### src/rtl/mux_sched_pkg.sv
// -----------------------------------------------------------------------------
// mux_sched_pkg
// Shared definitions for the round-robin 4:1 mux scheduler.
//   N_REQ   : number of requesters sharing the datapath
//   SEL_W   : width of the mux select / lane index
//   state_t : scheduler FSM states (IDLE between grants, GRANT while serving)
//   pick_t  : result of the rotating-priority search (found flag + lane index)
// -----------------------------------------------------------------------------
package mux_sched_pkg;

    localparam int N_REQ = 4;
    localparam int SEL_W = 2;

    typedef enum logic {
        ST_IDLE  = 1'b0,
        ST_GRANT = 1'b1
    } state_t;

    typedef struct packed {
        logic             found;
        logic [SEL_W-1:0] idx;
    } pick_t;

endpackage : mux_sched_pkg

### src/rtl/mux_4x1.sv
// -----------------------------------------------------------------------------
// mux_4x1
// 1-bit 4:1 multiplexer cell.
//   i_d0..i_d3 : data inputs
//   i_s1, i_s0 : select, {i_s1,i_s0} picks i_d<n>
//   o_y        : selected bit
// -----------------------------------------------------------------------------
module mux_4x1 (
    input  logic i_d0,
    input  logic i_d1,
    input  logic i_d2,
    input  logic i_d3,
    input  logic i_s1,
    input  logic i_s0,
    output logic o_y
);

    assign o_y = i_s1 ? (i_s0 ? i_d3 : i_d2)
                      : (i_s0 ? i_d1 : i_d0);

endmodule : mux_4x1

### src/rtl/mux_4x1_rr_sched.sv
// -----------------------------------------------------------------------------
// mux_4x1_rr_sched
// Round-robin scheduler sharing one 4:1 multiplexed datapath between four
// requesters. Each grant is capped at MAX_HOLD accepted beats, and the FSM
// always passes through IDLE for one cycle between grants.
//   clk       : clock, all state updates on the rising edge
//   rst       : synchronous active-high reset
//   req       : per-lane request (level-sensitive)
//   data_in   : lane i at [i*DATA_W +: DATA_W]
//   out_ready : downstream accepts a beat this cycle
//   gnt       : registered one-hot grant, zero while idle
//   sel       : registered mux select (index of granted / last granted lane)
//   out_valid : granted lane currently has a beat
//   out_data  : data_in lane [sel], driven at all times
//   busy      : high while in GRANT
// -----------------------------------------------------------------------------
module mux_4x1_rr_sched
    import mux_sched_pkg::*;
#(
    parameter int DATA_W   = 8,
    parameter int MAX_HOLD = 4
) (
    input  logic                    clk,
    input  logic                    rst,
    input  logic [N_REQ-1:0]        req,
    input  logic [N_REQ*DATA_W-1:0] data_in,
    input  logic                    out_ready,
    output logic [N_REQ-1:0]        gnt,
    output logic [SEL_W-1:0]        sel,
    output logic                    out_valid,
    output logic [DATA_W-1:0]       out_data,
    output logic                    busy
);

    localparam int                 HOLD_W    = $clog2(MAX_HOLD + 1);
    localparam logic [HOLD_W-1:0]  HOLD_LAST = HOLD_W'(MAX_HOLD - 1);

    state_t              r_state;
    logic [N_REQ-1:0]    r_gnt;
    logic [SEL_W-1:0]    r_sel;
    logic [SEL_W-1:0]    r_ptr;
    logic [HOLD_W-1:0]   r_hold_cnt;

    pick_t               w_pick;
    logic                w_busy;
    logic                w_sel_req;
    logic                w_beat;
    logic                w_release;

    // Rotating-priority search: first set request at ptr, ptr+1, ... (mod 4).
    // The loop runs from the farthest offset down so the nearest hit is the
    // last one written and therefore wins.
    function automatic pick_t rr_pick(input logic [N_REQ-1:0] req_v,
                                      input logic [SEL_W-1:0] ptr_v);
        pick_t            p;
        logic [SEL_W-1:0] idx;
        // NOTE: every variable gets a value before any conditional write, so
        // no path leaves it holding a previous value (which would be a latch).
        p   = '0;
        idx = '0;
        for (int i = N_REQ - 1; i >= 0; i--) begin
            idx = ptr_v + SEL_W'(i);   // wraps mod 4 by width
            if (req_v[idx]) begin
                p.found = 1'b1;
                p.idx   = idx;
            end
        end
        return p;
    endfunction

    assign w_pick    = rr_pick(req, r_ptr);
    assign w_busy    = (r_state == ST_GRANT);
    assign w_sel_req = req[r_sel];
    assign w_beat    = w_busy & w_sel_req & out_ready;

    // Release when the owner drops its request, or when the beat that fills
    // the quota is accepted. Both at once is still a single release.
    assign w_release = w_busy & (~w_sel_req | (w_beat & (r_hold_cnt == HOLD_LAST)));

    always_ff @(posedge clk) begin
        // NOTE: sequential state uses non-blocking assignments so every
        // register samples pre-edge values, independent of statement order.
        if (rst) begin
            r_state    <= ST_IDLE;
            r_gnt      <= '0;
            r_sel      <= '0;
            r_ptr      <= '0;
            r_hold_cnt <= '0;
        end else begin
            case (r_state)
                ST_IDLE: begin
                    if (w_pick.found) begin
                        r_state    <= ST_GRANT;
                        r_gnt      <= N_REQ'(1) << w_pick.idx;
                        r_sel      <= w_pick.idx;
                        r_hold_cnt <= '0;
                    end
                end
                ST_GRANT: begin
                    if (w_release) begin
                        // sel keeps its value so out_data stays defined in IDLE
                        r_state <= ST_IDLE;
                        r_gnt   <= '0;
                        r_ptr   <= r_sel + SEL_W'(1);
                    end else if (w_beat) begin
                        r_hold_cnt <= r_hold_cnt + HOLD_W'(1);
                    end
                end
                default: begin
                    r_state <= ST_IDLE;
                    r_gnt   <= '0;
                end
            endcase
        end
    end

    // One 1-bit cell per data bit; cell b sees bit b of every lane.
    for (genvar b = 0; b < DATA_W; b++) begin : g_bit_mux
        mux_4x1 u_mux (
            .i_d0 (data_in[0*DATA_W + b]),
            .i_d1 (data_in[1*DATA_W + b]),
            .i_d2 (data_in[2*DATA_W + b]),
            .i_d3 (data_in[3*DATA_W + b]),
            .i_s1 (r_sel[1]),
            .i_s0 (r_sel[0]),
            .o_y  (out_data[b])
        );
    end

    assign gnt       = r_gnt;
    assign sel       = r_sel;
    assign busy      = w_busy;
    assign out_valid = w_busy & w_sel_req;

endmodule : mux_4x1_rr_sched

### config.mk
export PLATFORM = sky130hd
export DESIGN_NAME = mux_4x1_rr_sched
export DESIGN_NICKNAME = d
export VERILOG_FILES = /design/src/rtl/mux_sched_pkg.sv /design/src/rtl/mux_4x1.sv /design/src/rtl/mux_4x1_rr_sched.sv
export SDC_FILE = /design/constraint.sdc
export NUM_CORES = 1
export LEC_CHECK = 0
export ABC_AREA = 1
export CAP_MARGIN = 30
export CORE_MARGIN = 5
export CORE_UTILIZATION = 44
export CTS_CLUSTER_SIZE = 8
export DETAILED_ROUTE_END_ITERATION = 10
export PLACE_DENSITY = 0.87
export RECOVER_POWER = 100
export SYNTH_ARGS = -nofsm -noshare
export SYNTH_HDL_FRONTEND = slang
export SYNTH_SLANG_ARGS = --single-unit
### constraint.sdc
create_clock -name clk -period 4.4 [get_ports clk]
set_input_delay 0.66 -clock clk [delete_from_list [all_inputs] [get_ports clk]]
set_output_delay 0.66 -clock clk [all_outputs]
set_load 0.01 [all_outputs]
==> flow_summary.json <==
{
  "powerDensity_nw_per_um2": 465,
  "drt-pass1-iter-count": 4,
  "ioPinCount": 55,
  "wl_per_cell_um": 12.3,
  "fin_setup_tns_ns": 0,
  "path_delay_family": "buffers and inverters",
  "grt_pass1_wl_mm": 4.82,
  "grt_usage_pct": 16.8,
  "die_w_um": 61.0,
  "vias": 1238,
  "coreArea_um2": 2480,
  "worstSetupStartpoint": "sel[0]$_SDFFE_PP0P_",
  "vias_per_cell": 5.07,
  "htree_num_levels": 1,
  "skew_ns": 0.00480,
  "vdd_drop_max_mv": 0.315,
  "synthesis.area_um2": 1140,
  "holdCritStartpoint": "r_hold_cnt[0]$_SDFFE_PP0P_",
  "critPathMaxStageDelay_ns": 0.81,
  "syn_area_per_cell_um2": 6.60,
  "synth_nets": 214,
  "remaining_drc_errors": 0,
  "final_util_pct": 64.8,
  "synth_top_area_share_pct": 21.0,
  "clockRootBuffer": "clkbuf_4",
  "tightest_slew_ns": 0.741,
  "place_hpwl_mm": 2.35,
  "cp.required_ns": 3.74,
  "gp_congestion": 0.946,
  "rsz0062_at_grt": "false",
  "ant_nets": 0,
  "drt_iter0_markers": 77,
  "synth_cell_type_count": 30,
  "initial_core_util_pct": 46.1,
  "cap_violations": 0,
  "tritoncts": "yes",
  "endpoint_kind": "output pin",
  "synth_top_area_cell": "dfxtp_1",
  "syn_inst": 173,
  "worstSetupPathType": "flip-flop to output pin",
  "period_share_pct": 74.8,
  "hold_path.class": "flip-flop to flip-flop",
  "grt_max_degree": 25,
  "fin_ws_ns": 1.11,
  "die_h_um": 61.0,
  "relSlewSlack_pct": 50.5,
  "cp_num_buf_inv": 2,
  "synth_common_cells": "29 x nand2_1, 25 x nor2_1, 13 x o21ai_0",
  "num_rows": 18,
  "clk_latency_ns": 0.28,
  "dieArea_um2": 3720,
  "finalNonFillerCells": 244,
  "cp.arrival_ns": 2.63,
  "synthTopCellsByArea": "dfxtp_1 21%, nand2_1 9.5%, nor2_1 8.2%",
  "ctsResizeCount": 0,
  "placed_cells": 240,
  "cp-start-kind": "flip-flop",
  "port_buffers": 54,
  "max_freq_mhz": 304,
  "synth-seq-area-share_pct": 21.0,
  "cts.clk_slew.worst_paths_ns": 0.08,
  "dp_slack_ns": 1.48,
  "layout-drive-gt1-share_pct": 10.3,
  "cts_made_buffers": 3,
  "total_leakage_power_nw": 0.708,
  "final_max_slew_viol_count": 0,
  "cts_hold_buf": 0,
  "reg2reg_from": "r_ptr[0]$_SDFFE_PP0P_",
  "cts_setup_buffers": 0,
  "status": "finished clean",
  "n_antenna_cell": 0,
  "gr-total-overflow": 0,
  "synth_most_common_cell": "nand2_1",
  "synth_ff_type": "dfxtp_1",
  "wl_mm": 3.01,
  "regArea_um2": 240,
  "cts_buffer_depth": 2,
  "clock-sinks": 12,
  "areaGrowthSynthToFinish_pct": 40.6,
  "async_flop_share_pct": 0,
  "finalWorstPathRequiredPeriod_ns": 3.29,
  "crit_chain": "clkinv_1, nor2_1, o32ai_1, dlygate4sd3_1",
  "hold_viol": 0,
  "num-nets-final": 256,
  "antenna_found_initial": 0,
  "grt_pass1_vias": 1133,
  "yosysWarningCount": 0,
  "synth_enable_flop_cells": 0,
  "cp_slowest_cell": "dfxtp_1",
  "yosys_register_bits": 12,
  "fillers": 224,
  "multi_input_area_um2": 677,
  "crit_fanout": 24,
  "final-setup-viol-count": 0
}
-- routing by layer --
metal  wire length [um]  track usage (%)  part of all wire, %  vias up
li1                   -                -                    -      648
met1               1300             21.1                   43      533
met2               1470             28.2                   49       48
met3                152             1.49                  5.1        9
met4                 80             8.98                  2.7        0
met5                  0                0                    0        -
-- path summary, 6_finish.rpt --
path / slack (ns) / cells after the start / to
max: 1.11 / 4 / out_data[6]
min: 0.47 / 1 / r_hold_cnt[0]$_SDFFE_PP0P_
max reg2reg: 2.48 / 9 / sel[1]$_SDFFE_PP0P_
min reg2reg: 0.47 / 1 / r_hold_cnt[0]$_SDFFE_PP0P_
-- flip-flops by register name, summed over array words and instances, names as in the netlist --
signal and flops:
gnt 4, r_hold_cnt 3, r_ptr 2, sel 2, busy 1
-- kinds of logic after synthesis --
logic type	after synthesis	share of synthesized area (%)
buffers and inverters	35	16.5
AO/OA/AOI/OAI	37	20.5
XOR/XNOR	1	0.767
flip-flops	12	21.0
AND/OR/NAND/NOR	86	39.0
adder cells (fa/ha/maj)	2	2.19
-- power by group --
part	internal, mW	leakage, nW	switching, mW
combinational	0.213	0.589	0.250
clock	0.0504	0.0210	0.0409
sequential	0.135	0.0983	0.0582
total	0.398	0.708	0.349
-- area by class of cell --
type / instances / area share [%]
Multi-Input combinational cell: 126 / 42.1
Timing Repair Buffer: 54 / 33.6
Sequential cell: 12 / 15.0
Inverter: 18 / 4.67
Tap cell: 30 / 2.34
Clock buffer: 4 / 2.26
-- placed cells by master (no fill, tap or decap), drive strengths merged --
cell type,Yosys,routed
o32ai,8,8
o211a,1,1
clkinv,1,1
nand4,1,1
ha,2,2
or2,1,1
clkbuf,1,4
a21oi,13,13
nand2,40,40
dfxtp,12,12
dlygate4sd3,0,17
inv,17,17
xor2,1,1
o211ai,1,1
nor2,27,27
nor3,1,1
clkdlybuf4s50,0,37
nand3,16,16
o21ai,14,14
-- through the flow --
stage	hold WS [ns]	area, um2	total power, mW
finish	0.474	1610	0.748
global route	0.494	1610	0.812
CTS	0.476	1640	0.798
detailed placement	0.463	1610	0.704
global placement	0.449	1610	0.697
floorplan	0.429	1140	0.567
Power figures use the tool's default switching activity.
